`config.mk`:
```
export PLATFORM = sky130hd
export DESIGN_NAME = clct_key_busy_gen
export DESIGN_NICKNAME = d
export VERILOG_FILES = /design/src/rtl/clct_key_busy_gen_pkg.sv /design/src/rtl/clct_key_busy_cnt.sv /design/src/rtl/clct_key_busy_gen.sv
export SDC_FILE = /design/constraint.sdc
export NUM_CORES = 1
export LEC_CHECK = 0
export BUFFER_PORTS_ARGS = -buffer_cell sky130_fd_sc_hd__buf_2
export CAP_MARGIN = 30
export CORE_MARGIN = 4
export CORE_UTILIZATION = 35
export CTS_CLUSTER_DIAMETER = 200
export CTS_CLUSTER_SIZE = 12
export DETAILED_ROUTE_END_ITERATION = 8
export PLACE_DENSITY_LB_ADDON = 0.1
export SLEW_MARGIN = 20
export SYNTH_ARGS = -nofsm -noshare
export SYNTH_HDL_FRONTEND = slang
export SYNTH_HIERARCHICAL = 1
export SYNTH_SLANG_ARGS = --single-unit
export TNS_END_PERCENT = 100
```
`constraint.sdc`:
```
create_clock -name clock -period 13.76 [get_ports clock]
set_input_delay 0 -clock clock [delete_from_list [all_inputs] [get_ports clock]]
set_output_delay 0 -clock clock [all_outputs]
set_load 0.02 [all_outputs]
```
`src/rtl/clct_key_busy_gen_pkg.sv`:
```
// Shared key/pattern geometry for the CLCT sorter loop, plus busy-blanking widths.
package clct_key_busy_gen_pkg;
  localparam int MXKEY  = 32;
  localparam int MXKEYB = 5;
  localparam int MXPATB = 7;
  localparam int MXDT   = 4;
  localparam int MXSPR  = 3;

  // Layer-hit count lives in the top three bits of the pattern word.
  localparam int HIT_HI = 6;
  localparam int HIT_LO = 4;

  function automatic logic [HIT_HI-HIT_LO:0] pat_hits(input logic [MXPATB-1:0] pat);
    return pat[HIT_HI:HIT_LO];
  endfunction
endpackage

```
`src/rtl/clct_key_busy_cnt.sv`:
```
// One key's dead-time down-counter; busy while nonzero.
module clct_key_busy_cnt
  import clct_key_busy_gen_pkg::*;
(
  input  logic            clock,
  input  logic            reset_n,
  input  logic            i_flush,
  input  logic            i_load,
  input  logic [MXDT-1:0] i_load_val,
  output logic            o_busy,
  output logic            o_busy_nxt
);
  logic [MXDT-1:0] r_cnt;
  logic [MXDT-1:0] w_cnt_nxt;

  // Flush beats load so a flushing cycle can never restart blanking.
  always_comb begin
    w_cnt_nxt = r_cnt;
    if (i_flush)           w_cnt_nxt = '0;
    else if (i_load)       w_cnt_nxt = i_load_val;
    else if (r_cnt != '0)  w_cnt_nxt = r_cnt - 1'b1;
  end

  always_ff @(posedge clock or negedge reset_n) begin
    if (!reset_n) r_cnt <= '0;
    else          r_cnt <= w_cnt_nxt;
  end

  assign o_busy     = (r_cnt != '0);
  assign o_busy_nxt = (w_cnt_nxt != '0);
endmodule

```
`src/rtl/clct_key_busy_gen.sv`:
```
// Per-key busy mask for the best-1-of-32 sorter: blanks the winner and its neighbours.
module clct_key_busy_gen
  import clct_key_busy_gen_pkg::*;
(
  input  logic              clock,
  input  logic              reset_n,
  input  logic              hit_vld,
  input  logic [MXKEYB-1:0] hit_key,
  input  logic [MXPATB-1:0] hit_pat,
  input  logic              hit_bsy,
  input  logic [2:0]        hit_thresh,
  input  logic [MXSPR-1:0]  spread,
  input  logic [MXDT-1:0]   dead_time,
  input  logic              flush,
  output logic [MXKEY-1:0]  bsy,
  output logic [5:0]        bsy_cnt,
  output logic              accept
);
  logic              w_accept;
  logic [MXKEYB:0]   w_key_x, w_spr_x, w_lo, w_hi_raw, w_hi;
  logic [MXKEY-1:0]  w_load;
  logic [MXKEY-1:0]  w_bsy_nxt;
  logic [5:0]        w_pop;

  assign w_accept = hit_vld && !hit_bsy && (pat_hits(hit_pat) >= hit_thresh)
                 && (dead_time != '0) && !flush;

  // One extra bit so key+spread cannot wrap past 31 back into low keys.
  assign w_key_x  = {1'b0, hit_key};
  assign w_spr_x  = {{(MXKEYB+1-MXSPR){1'b0}}, spread};
  assign w_lo     = (w_key_x >= w_spr_x) ? (w_key_x - w_spr_x) : '0;
  assign w_hi_raw = w_key_x + w_spr_x;
  assign w_hi     = (w_hi_raw > (MXKEYB+1)'(MXKEY-1)) ? (MXKEYB+1)'(MXKEY-1) : w_hi_raw;

  for (genvar k = 0; k < MXKEY; k++) begin : g_key
    localparam logic [MXKEYB:0] KX = (MXKEYB+1)'(k);
    assign w_load[k] = w_accept && (KX >= w_lo) && (KX <= w_hi);

    clct_key_busy_cnt u_cnt (
      .clock      (clock),
      .reset_n    (reset_n),
      .i_flush    (flush),
      .i_load     (w_load[k]),
      .i_load_val (dead_time),
      .o_busy     (bsy[k]),
      .o_busy_nxt (w_bsy_nxt[k])
    );
  end

  always_comb begin
    w_pop = '0;
    for (int k = 0; k < MXKEY; k++) w_pop = w_pop + 6'(w_bsy_nxt[k]);
  end

  always_ff @(posedge clock or negedge reset_n) begin
    if (!reset_n) begin
      bsy_cnt <= '0;
      accept  <= 1'b0;
    end else begin
      bsy_cnt <= w_pop;
      accept  <= w_accept;
    end
  end
endmodule
```
; After elaboration in Yosys (flattened, before gate mapping)
; Index checks and enable logic that the tools add are counted.
[op_classes]
n_addsub = 65
n_reduce_logical = 135
magnitude_cmp = 67
n_mux = 98
[op_table]
columns = cell, n
row1 = 2-to-1 mux 4 bit, 96
row2 = nonzero test 4 bit, 65
row3 = adder 6 x 1 -> 6 bit, 26
row4 = "subtractor 4 x 1 -> 4 bit, second input constant", 32
row5 = "greater-or-equal comparator 5 x 6 -> 1 bit, first input constant", 16
row6 = "less-or-equal comparator 5 x 6 -> 1 bit, first input constant", 16
row7 = logical AND 1 bit, 68
row8 = "greater-or-equal comparator 4 x 6 -> 1 bit, first input constant", 8
row9 = "less-or-equal comparator 4 x 6 -> 1 bit, first input constant", 8
row10 = "greater-or-equal comparator 3 x 6 -> 1 bit, first input constant", 4
row11 = "less-or-equal comparator 3 x 6 -> 1 bit, first input constant", 4
row12 = "greater-or-equal comparator 1 x 6 -> 1 bit, first input constant", 2
row13 = "greater-or-equal comparator 2 x 6 -> 1 bit, first input constant", 2
row14 = "less-or-equal comparator 1 x 6 -> 1 bit, first input constant", 2
row15 = "less-or-equal comparator 2 x 6 -> 1 bit, first input constant", 2
row16 = 2-to-1 mux 6 bit, 2
row17 = adder 5 x 1 -> 6 bit, 1
row18 = adder 5 x 3 -> 6 bit, 1
row19 = "> comparator 6 x 5 -> 1 bit, second input constant", 1
row20 = subtractor 5 x 3 -> 6 bit, 1
row21 = adder 4 x 1 -> 5 bit, 1
row22 = greater-or-equal comparator 5 x 3 -> 1 bit, 1
row23 = adder 3 x 1 -> 4 bit, 1
row24 = adder 2 x 1 -> 3 bit, 1
row25 = 3 further kinds, 4
[word_totals]
inputBits = 27
reg_bits = 135
output_inout_bits = 39

; Depth between registers and ports, before layout
; Gate-level depths: netlist of the first run.
[logic_depth]
word_depth = 41
ltp_mapped = 29

; Cells and area by module
; Netlist of the first run, hierarchy kept.
[modules_own_cells]
columns = module, area_per_inst_um2, n_inst, cells_each, seq_area_each_um2
row1 = clct_key_busy_cnt, 260.2, 32, 30, 100.1
row2 = clct_key_busy_gen, 2417.3, 1, 310, 175.2

; Least setup slack after synthesis of the first run
; Ideal clock, no wire load.
[synth_timing]
kind = in2reg
start = input hit_key[0]
end = register bsy_cnt[4]
path_buffers = 0
setup_time_ps = 80
cell_stages = 26
slack_ps = 6612
t_arrival_ps = 7068
required_ps = 13680
cell_sequence = inv_1 ha_1 inv_1 fa_1 or3_1 o221a_2 o31a_1 a2111o_1 a221oi_1 nor2_1 o21a_1 a22o_1 or4_1 inv_1 fa_1 fa_1 fa_1 fa_1 fa_1 fa_1 inv_1 ha_1 fa_1 a21o_1 a21oi_1 xnor2_1
[synth_between]
word_cells_on_any_way = 261
classes_between = 33 x add/sub / 66 x order compare / 66 x mux / 96 x reduce/logical
[synth_rtl]
columns = item, line_no
row1 = start: declaration, clct_key_busy_gen.sv:8  ; input logic [MXKEYB-1:0] hit_key,
row2 = adder 5 x 3 -> 6 bit (tied with other cells), clct_key_busy_gen.sv:32  ; assign w_hi_raw = w_key_x + w_spr_x;
row3 = > comparator 6 x 5 -> 1 bit or 2-to-1 mux 6 bit (tied branches), "clct_key_busy_gen.sv:33, clct_key_busy_gen.sv:31"
row4 = 2-to-1 mux 6 bit or greater-or-equal comparator 4 x 6 -> 1 bit (tied branches), "clct_key_busy_gen.sv:33, clct_key_busy_gen.sv:37"
row5 = less-or-equal comparator 4 x 6 -> 1 bit or logical AND 1 bit (tied branches), clct_key_busy_gen.sv:37  ; assign w_load[k] = w_accept && (KX >= w_lo) && (KX <= w_hi);
row6 = logical AND 1 bit *, clct_key_busy_gen.sv:37
row7 = named net w_load[13], clct_key_busy_gen.sv:21  ; logic [MXKEY-1:0] w_load;
row8 = 2-to-1 mux 4 bit *, clct_key_busy_cnt.sv:20  ; else if (i_load) w_cnt_nxt = i_load_val;
row9 = 2-to-1 mux 4 bit *, clct_key_busy_cnt.sv:19  ; if (i_flush) w_cnt_nxt = '0;
row10 = named net g_key[13].u_cnt.w_cnt_nxt[0], clct_key_busy_cnt.sv:14  ; logic [MXDT-1:0] w_cnt_nxt;
row11 = nonzero test 4 bit *, clct_key_busy_cnt.sv:30  ; assign o_busy_nxt = (w_cnt_nxt != '0);
row12 = named net w_bsy_nxt[13], clct_key_busy_gen.sv:22  ; logic [MXKEY-1:0] w_bsy_nxt;
row13 = adder 6 x 1 -> 6 bit * (19 in series), clct_key_busy_gen.sv:52  ; for (int k = 0; k < MXKEY; k++) w_pop = w_pop + 6'(w_bsy_nxt[k]);
row14 = named net w_pop[4], clct_key_busy_gen.sv:23  ; logic [5:0] w_pop;
row15 = end signal: assignment, clct_key_busy_gen.sv:60  ; bsy_cnt <= w_pop;
row16 = end: declaration, clct_key_busy_gen.sv:16  ; output logic [5:0] bsy_cnt,
; Mark *: on every way through the listed nets, which the timed path passes. The rest lies on a longest branch.

; Worst setup path in the final report of the first run
[layout_timing]
start = input spread[2]
end = register bsy_cnt[4]
[layout_between]
word_cells_on_any_way = 261
classes_between = 33 x add/sub / 66 x order compare / 66 x mux / 96 x reduce/logical
[layout_rtl]
columns = item, line_no
row1 = start: declaration, clct_key_busy_gen.sv:12  ; input logic [MXSPR-1:0] spread,
row2 = adder 5 x 3 -> 6 bit (tied with other cells), clct_key_busy_gen.sv:32
row3 = > comparator 6 x 5 -> 1 bit or 2-to-1 mux 6 bit (tied branches), "clct_key_busy_gen.sv:33, clct_key_busy_gen.sv:31"
row4 = 2-to-1 mux 6 bit or greater-or-equal comparator 4 x 6 -> 1 bit (tied branches), "clct_key_busy_gen.sv:33, clct_key_busy_gen.sv:37"
row5 = less-or-equal comparator 4 x 6 -> 1 bit or logical AND 1 bit (tied branches), clct_key_busy_gen.sv:37
row6 = logical AND 1 bit *, clct_key_busy_gen.sv:37
row7 = named net w_load[13], clct_key_busy_gen.sv:21
row8 = 2-to-1 mux 4 bit *, clct_key_busy_cnt.sv:20
row9 = 2-to-1 mux 4 bit *, clct_key_busy_cnt.sv:19
row10 = named net g_key[13].u_cnt.w_cnt_nxt[0], clct_key_busy_cnt.sv:14
row11 = nonzero test 4 bit *, clct_key_busy_cnt.sv:30
row12 = named net w_bsy_nxt[13], clct_key_busy_gen.sv:22
row13 = adder 6 x 1 -> 6 bit * (19 in series), clct_key_busy_gen.sv:52
row14 = named net w_pop[4], clct_key_busy_gen.sv:23
; Marks and branches as above.

==> flow_metrics.py, run 1 <==
metrics = {
    "clocking": {
        "clock_buffer_count_from_cts": 17,
        "postCtsHoldBufs": 1,
        "cts_tree": "built",
        "sinks_on_clock_net": 135,
        "cts_buffer_depth": 2,
        "cts-resized-gates": 0,
        "worst_setup_hold_path_clk_slew_ns": 0.07,
        "post_cts_setup_bufs": 0,
        "library_cell_used_as_clock_root_buffer": "sky130_fd_sc_hd__clkbuf_16",
        "clk_latency_ns": 0.43,
        "htree_levels": 4,
    },
    "min_path": {
        "hold_path_depth": 2,
        "hp_class": "input pin to register",
    },
    "logic_synthesis": {
        "synthAdderAreaFrac_pct": 10.5,
        "postSynth.topFlopCell": "sky130_fd_sc_hd__dfrtp_1",
        "asyncSetResetFlopFracSynth_pct": 100,
        "ys_seq_elements": 135,
        "number_of_flops_mapped_to_enable_cells_by_yosys": 0,
        "synth-seq-area-share_pct": 31.4,
        "largest_family_of_logic_cells_by_synthesized_area": "simple AND/OR/NAND/NOR gates",
        "synth_cells": 1270,
        "yosys.area_share.simple_pct": 25.9,
        "syn-mean-instance-area_sq_um": 8.46,
        "synth-xor-area-share_pct": 0.559,
        "synthesized_area_fraction_occupied_by_ao_oa_aoi_and_oai_cells_pct": 22.8,
        "synth_nets": 1371,
        "post_syn_area_sq_mm": 0.0107,
        "synthDistinctLibCells": 66,
        "ys.warnings.count": 6,
        "post_synth_mux_area_share_pct": 0.0932,
    },
    "global_route": {
        "wire_length_of_the_first_global_routing_pass_mm": 48.8,
        "global_route.usage.total_pct": 17.9,
        "grt_start_max_net_pins": 84,
        "grt_antenna_before_repair": 1,
        "number_of_global_route_vias_before_repair": 9151,
        "grt_residual_overflow": 0,
    },
    "worst_setup_path": {
        "critical_path_arrival_ns": 8.31,
        "worstSetupEndpointType": "register",
        "critical_path.startpoint_type": "input pin",
        "crit_end": "bsy_cnt[4]",
        "worst-setup-path-type": "input pin to register",
        "crit-reg2reg-launch": "g_key[15].u_cnt/r_cnt[0]",
        "timing.rr.end": "bsy_cnt[4]",
        "crit_required_ns": 14.10,
        "worst_path_most_repeated_cell": "sky130_fd_sc_hd__fa_1",
        "rrSetupSlack_ns": 7.36,
        "timing.critical_path.from": "spread[2]",
        "critical_path_peak_fanout": 23,
        "reg2regPathDepth": 19,
        "critical_path_buf_inv_count": 5,
        "critPathTopFamily": "adder cells",
        "critPathMaxStageDelay_ns": 0.78,
        "crit_slowest_cell": "sky130_fd_sc_hd__a221oi_1",
        "path_depth": 25,
    },
    "cells_and_area": {
        "finish.instance_area_sq_mm": 0.0121,
        "final_layout_net_count": 1424,
        "num_antenna_cells": 0,
        "synthToLayoutAreaGrowth_pct": 12.3,
        "drive_gt1_share_pct": 13.7,
        "final-instance-count-excl-fill": 1726,
    },
    "drt": {
        "initialDrtViolationCount": 487,
        "detail_routed_net_length_per_standard_cell_um": 17.3,
        "detail_route.vias_per_cell": 5.42,
        "drc_errors": 0,
        "via_count": 9355,
        "drt-pass1-iter-count": 5,
        "antenna_viol_nets_final": 0,
        "wl_mm": 29.8,
    },
    "run": {
        "timing.max_cap.violations": 0,
    },
    "floorplanning": {
        "die_h_um": 183,
        "effective_utilization_at_floorplan_pct": 35.9,
        "rows": 63,
        "num_io_pins": 66,
        "dieWidth_um": 183,
        "floorplan.die_area_sq_mm": 0.0336,
        "core_region_area_sq_mm": 0.0300,
    },
    "placed_design": {
        "final_weighted_congestion_in_routability_driven_placement": 0.894,
        "numPlacedInstances": 1692,
        "placed_area_sq_mm": 0.0114,
        "place_hpwl_mm": 21.0,
        "port-buffer-count": 61,
    },
    "timing": {
        "timing.final.crit_share_pct": 57.9,
        "worst-slew-pin-transition_ns": 0.981,
        "rsz0062_at_grt": "no",
        "final_max_slew_viol_count": 0,
        "slew-limit-headroom_pct": 34.6,
        "final_period_minus_worst_setup_slack_ns": 7.97,
        "clock-skew-final_ns": 0.00848,
        "setup_tns_ns": 0,
        "report.final.hold_viol_count": 0,
        "timing.hold.ws_ns": 0.149,
        "achievable-frequency_mhz": 125,
        "finalSetupViolCount": 0,
    },
    "outcome": {
        "outcome": "finished clean",
    },
}
## layout make-up
class,instances,area [sq um]
repair buffers,77,432
inverters,191,717
flip-flops and latches,135,3380
well taps,390,488
fillers,2996,17900
clock buffers,18,429
clock inverters,14,175
multi-input cells,901,6450
## sequential cells by signal, indices dropped and copies added (netlist names)
register and flops:
g_key.u_cnt/r_cnt 128, bsy_cnt 6, accept 1
## Yosys cell counts (all sizes together) (4+ instances only)
cell | n | share of area (%)
or3b | 32 | 2.6
nor2b | 38 | 2.2
a211oi | 40 | 2.8
nand2 | 79 | 2.8
buf | 38 | 1.8
a2111oi | 5 | 0.45
a21oi | 48 | 2.2
and2 | 36 | 2.5
nor2 | 83 | 2.9
fa | 26 | 4.8
clkbuf | 5 | 0.17
nand3b | 34 | 2.4
or2 | 4 | 0.23
and2b | 33 | 2.7
xnor2 | 5 | 0.48
a21o | 4 | 0.28
o21ai | 78 | 3.6
o211ai | 4 | 0.33
ha | 48 | 5.6
o21a | 34 | 2.4
dfrtp | 135 | 31
o31a | 33 | 2.7
a22o | 33 | 2.7
nor3b | 4 | 0.28
or4 | 33 | 2.3
nor3 | 73 | 3.4
inv | 191 | 6.7
nand2b | 5 | 0.29
a221oi | 40 | 3.4
nand3 | 4 | 0.19
or3 | 5 | 0.29
## layer usage
layer	vias to the layer above	track usage [%]	part of all wire (%)
met3	32	2.90	4.4
li1	4628	-	-
met2	226	28.9	46
met4	2	4.35	1.5
met5	-	0	0.023
met1	4467	25.3	48
## cells in the final DEF, fill, tap and decap left out, drive strengths merged, types with 6 or more instances in the layout
master / n
clkinv: 6
fa: 26
a22o: 33
or4: 33
nand3b: 34
o21a: 34
or3b: 32
nor3: 73
clkbuf: 18
o31a: 33
nor2: 83
ha: 48
nor2b: 38
o21ai: 78
a221oi: 40
inv: 194
a21oi: 48
and2: 36
and2b: 33
dfrtp: 135
buf: 76
nand2: 79
a211oi: 40
## per-stage QoR
step / util, % / worst slack (ns)
2_1_floorplan: - / 6.61
3_3_place_gp: 38.2 / 5.40
3_5_place_dp: 38.2 / 5.43
4_1_cts: 40.3 / 5.86
5_1_grt: 40.3 / 5.34
6_report: 40.3 / 5.79
## how the worst min path moves through the flow
stage / from / end / slack, ns
finish: flush / g_key[24].u_cnt/r_cnt[3] / 0.15
detailed placement: reset_n / g_key[0].u_cnt/r_cnt[1] / 0.14
CTS: flush / g_key[24].u_cnt/r_cnt[3] / 0.14
floorplan: reset_n / accept / -0.30
global placement: reset_n / g_key[0].u_cnt/r_cnt[1] / 0.14
global route: flush / g_key[23].u_cnt/r_cnt[2] / 0.20
## cell families after synthesis
family                     count (synthesis)
muxes                                      1
AOI/OAI and AO/OA                        343
buffers and inverters                    234
DFF                                      135
adders and majority gates                 75
and+or+nand+nor                          476
xor gates and xnor gates                   6
Power of run 1 is not shown: default switching activity piles up to over one toggle a cycle in this logic, so the estimate is an artifact.
==> run 2, diff against run 1 <==
- ABC_AREA: not set -> 1
- clock period: 13.76 -> 6.6 ns (I/O delays scaled with it)
==> flow_metrics.py, run 2 <==
metrics = {
    "cells_and_area": {
        "top_register": "g_key.u_cnt/r_cnt",
        "final_cell_mix": "sky130_fd_sc_hd__nand2_1, sky130_fd_sc_hd__nor2_1, sky130_fd_sc_hd__inv_1",
        "post-route-util_pct": 42.0,
        "drive_gt1_share_pct": 18.1,
        "largest_register_ff_count": 128,
        "finish.instance_area_sq_mm": 0.0142,
        "final_layout_net_count": 2059,
        "mostFrequentLayoutCell": "sky130_fd_sc_hd__nand2_1",
        "num_antenna_cells": 0,
        "synthToLayoutAreaGrowth_pct": 17.6,
        "final-instance-count-excl-fill": 2418,
        "biggestRegsByFlops": "g_key.u_cnt/r_cnt x128, bsy_cnt x6, accept x1",
    },
    "logic_synthesis": {
        "synth.most_common_cell": "sky130_fd_sc_hd__nand2_1",
        "ys_seq_elements": 135,
        "post_syn_area_sq_mm": 0.0121,
        "synthAdderAreaFrac_pct": 9.29,
        "asyncSetResetFlopFracSynth_pct": 100,
        "netlist_top_cells_count": "sky130_fd_sc_hd__nand2_1, sky130_fd_sc_hd__nor2_1, sky130_fd_sc_hd__inv_1",
        "post_synth_mux_area_share_pct": 0,
        "ys.warnings.count": 6,
        "synth-xor-area-share_pct": 0.425,
        "number_of_flops_mapped_to_enable_cells_by_yosys": 0,
        "synth_nets": 1900,
        "yosys.area.top_type": "sky130_fd_sc_hd__dfrtp_1",
        "yosys-top-cells-area": "sky130_fd_sc_hd__dfrtp_1, sky130_fd_sc_hd__nand3_1, sky130_fd_sc_hd__nand2_1",
        "yosys.area_share.simple_pct": 38.8,
        "largest_family_of_logic_cells_by_synthesized_area": "simple AND/OR/NAND/NOR gates",
        "synthDistinctLibCells": 40,
        "synthesized_area_fraction_occupied_by_ao_oa_aoi_and_oai_cells_pct": 8.02,
        "synth-seq-area-share_pct": 28.0,
        "synth_cells": 1799,
        "postSynth.topFlopCell": "sky130_fd_sc_hd__dfrtp_1",
        "syn-mean-instance-area_sq_um": 6.70,
        "post-synth-top-area-fraction_pct": 28.0,
    },
    "drt": {
        "detail_route.vias_per_cell": 4.68,
        "wl_mm": 33.1,
        "detail_routed_net_length_per_standard_cell_um": 13.7,
        "antenna_viol_nets_final": 0,
        "via_count": 11300,
        "initialDrtViolationCount": 678,
        "drt-pass1-iter-count": 5,
        "drc_errors": 0,
    },
    "global_route": {
        "global_route.usage.total_pct": 17.7,
        "grt_antenna_before_repair": 1,
        "wire_length_of_the_first_global_routing_pass_mm": 54.3,
        "grt_start_max_net_pins": 129,
        "number_of_global_route_vias_before_repair": 10800,
        "grt_residual_overflow": 0,
    },
    "worst_setup_path": {
        "worst_path_most_repeated_cell": "sky130_fd_sc_hd__fa_1",
        "worst-setup-path-type": "input pin to register",
        "rrSetupSlack_ns": 1.09,
        "critical_path_peak_fanout": 7,
        "crit_required_ns": 6.96,
        "worstSetupEndpointType": "register",
        "critical_path_arrival_ns": 6.61,
        "critPathMaxStageDelay_ns": 0.54,
        "crit_slowest_cell": "sky130_fd_sc_hd__fa_1",
        "critical_path.startpoint_type": "input pin",
    },
    "placed_design": {
        "port-buffer-count": 61,
        "dpl_worst_slack_ns": -0.209,
        "final_weighted_congestion_in_routability_driven_placement": 0.888,
        "numPlacedInstances": 2386,
        "placed_area_sq_mm": 0.0135,
        "place_hpwl_mm": 24.2,
    },
    "timing": {
        "finalSetupViolCount": 0,
        "clock-skew-final_ns": 0.00682,
        "setup_slack_ns": 0.343,
        "final_period_minus_worst_setup_slack_ns": 6.26,
        "achievable-frequency_mhz": 160,
        "final_max_slew_viol_count": 0,
        "timing.final.crit_share_pct": 94.8,
        "slew-limit-headroom_pct": 45.8,
        "worst-slew-pin-transition_ns": 0.812,
        "report.final.hold_viol_count": 0,
    },
    "floorplanning": {
        "die_h_um": 194,
        "dieWidth_um": 194,
        "effective_utilization_at_floorplan_pct": 35.7,
        "num_io_pins": 66,
        "rows": 67,
        "floorplan.die_area_sq_mm": 0.0375,
        "core_region_area_sq_mm": 0.0338,
    },
    "min_path": {
        "hp_class": "input pin to asynchronous set/reset pin",
    },
    "clocking": {
        "cts_buffer_depth": 2,
        "worst_setup_hold_path_clk_slew_ns": 0.06,
        "clk_latency_ns": 0.43,
        "htree_levels": 4,
        "sinks_on_clock_net": 135,
        "cts_tree": "built",
        "library_cell_used_as_clock_root_buffer": "sky130_fd_sc_hd__clkbuf_16",
        "clock_buffer_count_from_cts": 17,
    },
    "run": {
        "timing.max_cap.violations": 0,
    },
    "outcome": {
        "outcome": "finished clean",
    },
}
==> run 2: cell types whose count changed after synthesis, sizes merged, moves of 68 or more <==
cell | before | now
inv | 191 | 309
nor2 | 83 | 365
o21ai | 78 | 10
nand3 | 4 | 259
nor3 | 73 | 4
a21oi | 48 | 119
nand2 | 79 | 408
==> run 2: metal layers <==
layer / global-route usage [%] / vias up / share of wire (%)
met1: 24.3 / 5156 / 48
met2: 28.5 / 210 / 45
li1: - / 5904 / -
met5: 0 / - / 0.021
met4: 5.46 / 2 / 2.1
met3: 3.46 / 42 / 4.7
==> run 2: cell families (layout without fill, tap and decap cells) <==
kind of cell             Yosys count  in the layout
adder cells (fa/ha/maj)           74             74
AND/OR/NAND/NOR                 1039           1039
buffers and inverters            376            547
AO/OA/AOI/OAI                    170            170
flip-flops                       135            135
XOR/XNOR                           5              5
==> run 2: timing repair <==
action	4_1_cts	5_1_grt
endpoints found under the hold margin	81	0
buffers inserted	0	0
gates resized for setup	0	9
hold buffers	1	0
endpoints found under the setup margin	0	3
==> run 2: through the flow <==
step                        TNS, ns  hold slack [ns]
after global routing      -0.000524            0.305
final                             0            0.228
after global placement       -0.327            0.138
after CTS                         0            0.249
after detailed placement     -0.603            0.141
after floorplan                   0           -0.296
==> run 2: worst paths after layout <==
path | start | to | cells past startpoint
min reg2reg | g_key[9].u_cnt/r_cnt[3] | g_key[9].u_cnt/r_cnt[2] | 2
max reg2reg | g_key[0].u_cnt/r_cnt[0] | bsy_cnt[4] | 22
max | hit_key[0] | bsy_cnt[4] | 34
min in group clock | hit_bsy | accept | 6
min | reset_n | g_key[12].u_cnt/r_cnt[1] | 2
max in group asynchronous | reset_n | g_key[15].u_cnt/r_cnt[0] | 3
==> run 2: final cells by class <==
class	instances	area [sq um]
clock buffers	22	484
clock inverters	9	123
fillers	3510	19600
inverters	375	1860
multi-input cells	1288	6860
flip-flops and latches	135	3380
well taps	448	561
repair buffers	141	930
==> run 2: critical path, delay by kind of cell <==
family,cells,cell delay [ns]
buf+inv,8,0.82
compound gates,2,0.22
fa+ha+maj,10,4.08
xor+xnor,1,0.12
simple gates,13,1.36
Power of run 2 is left out for the same reason.
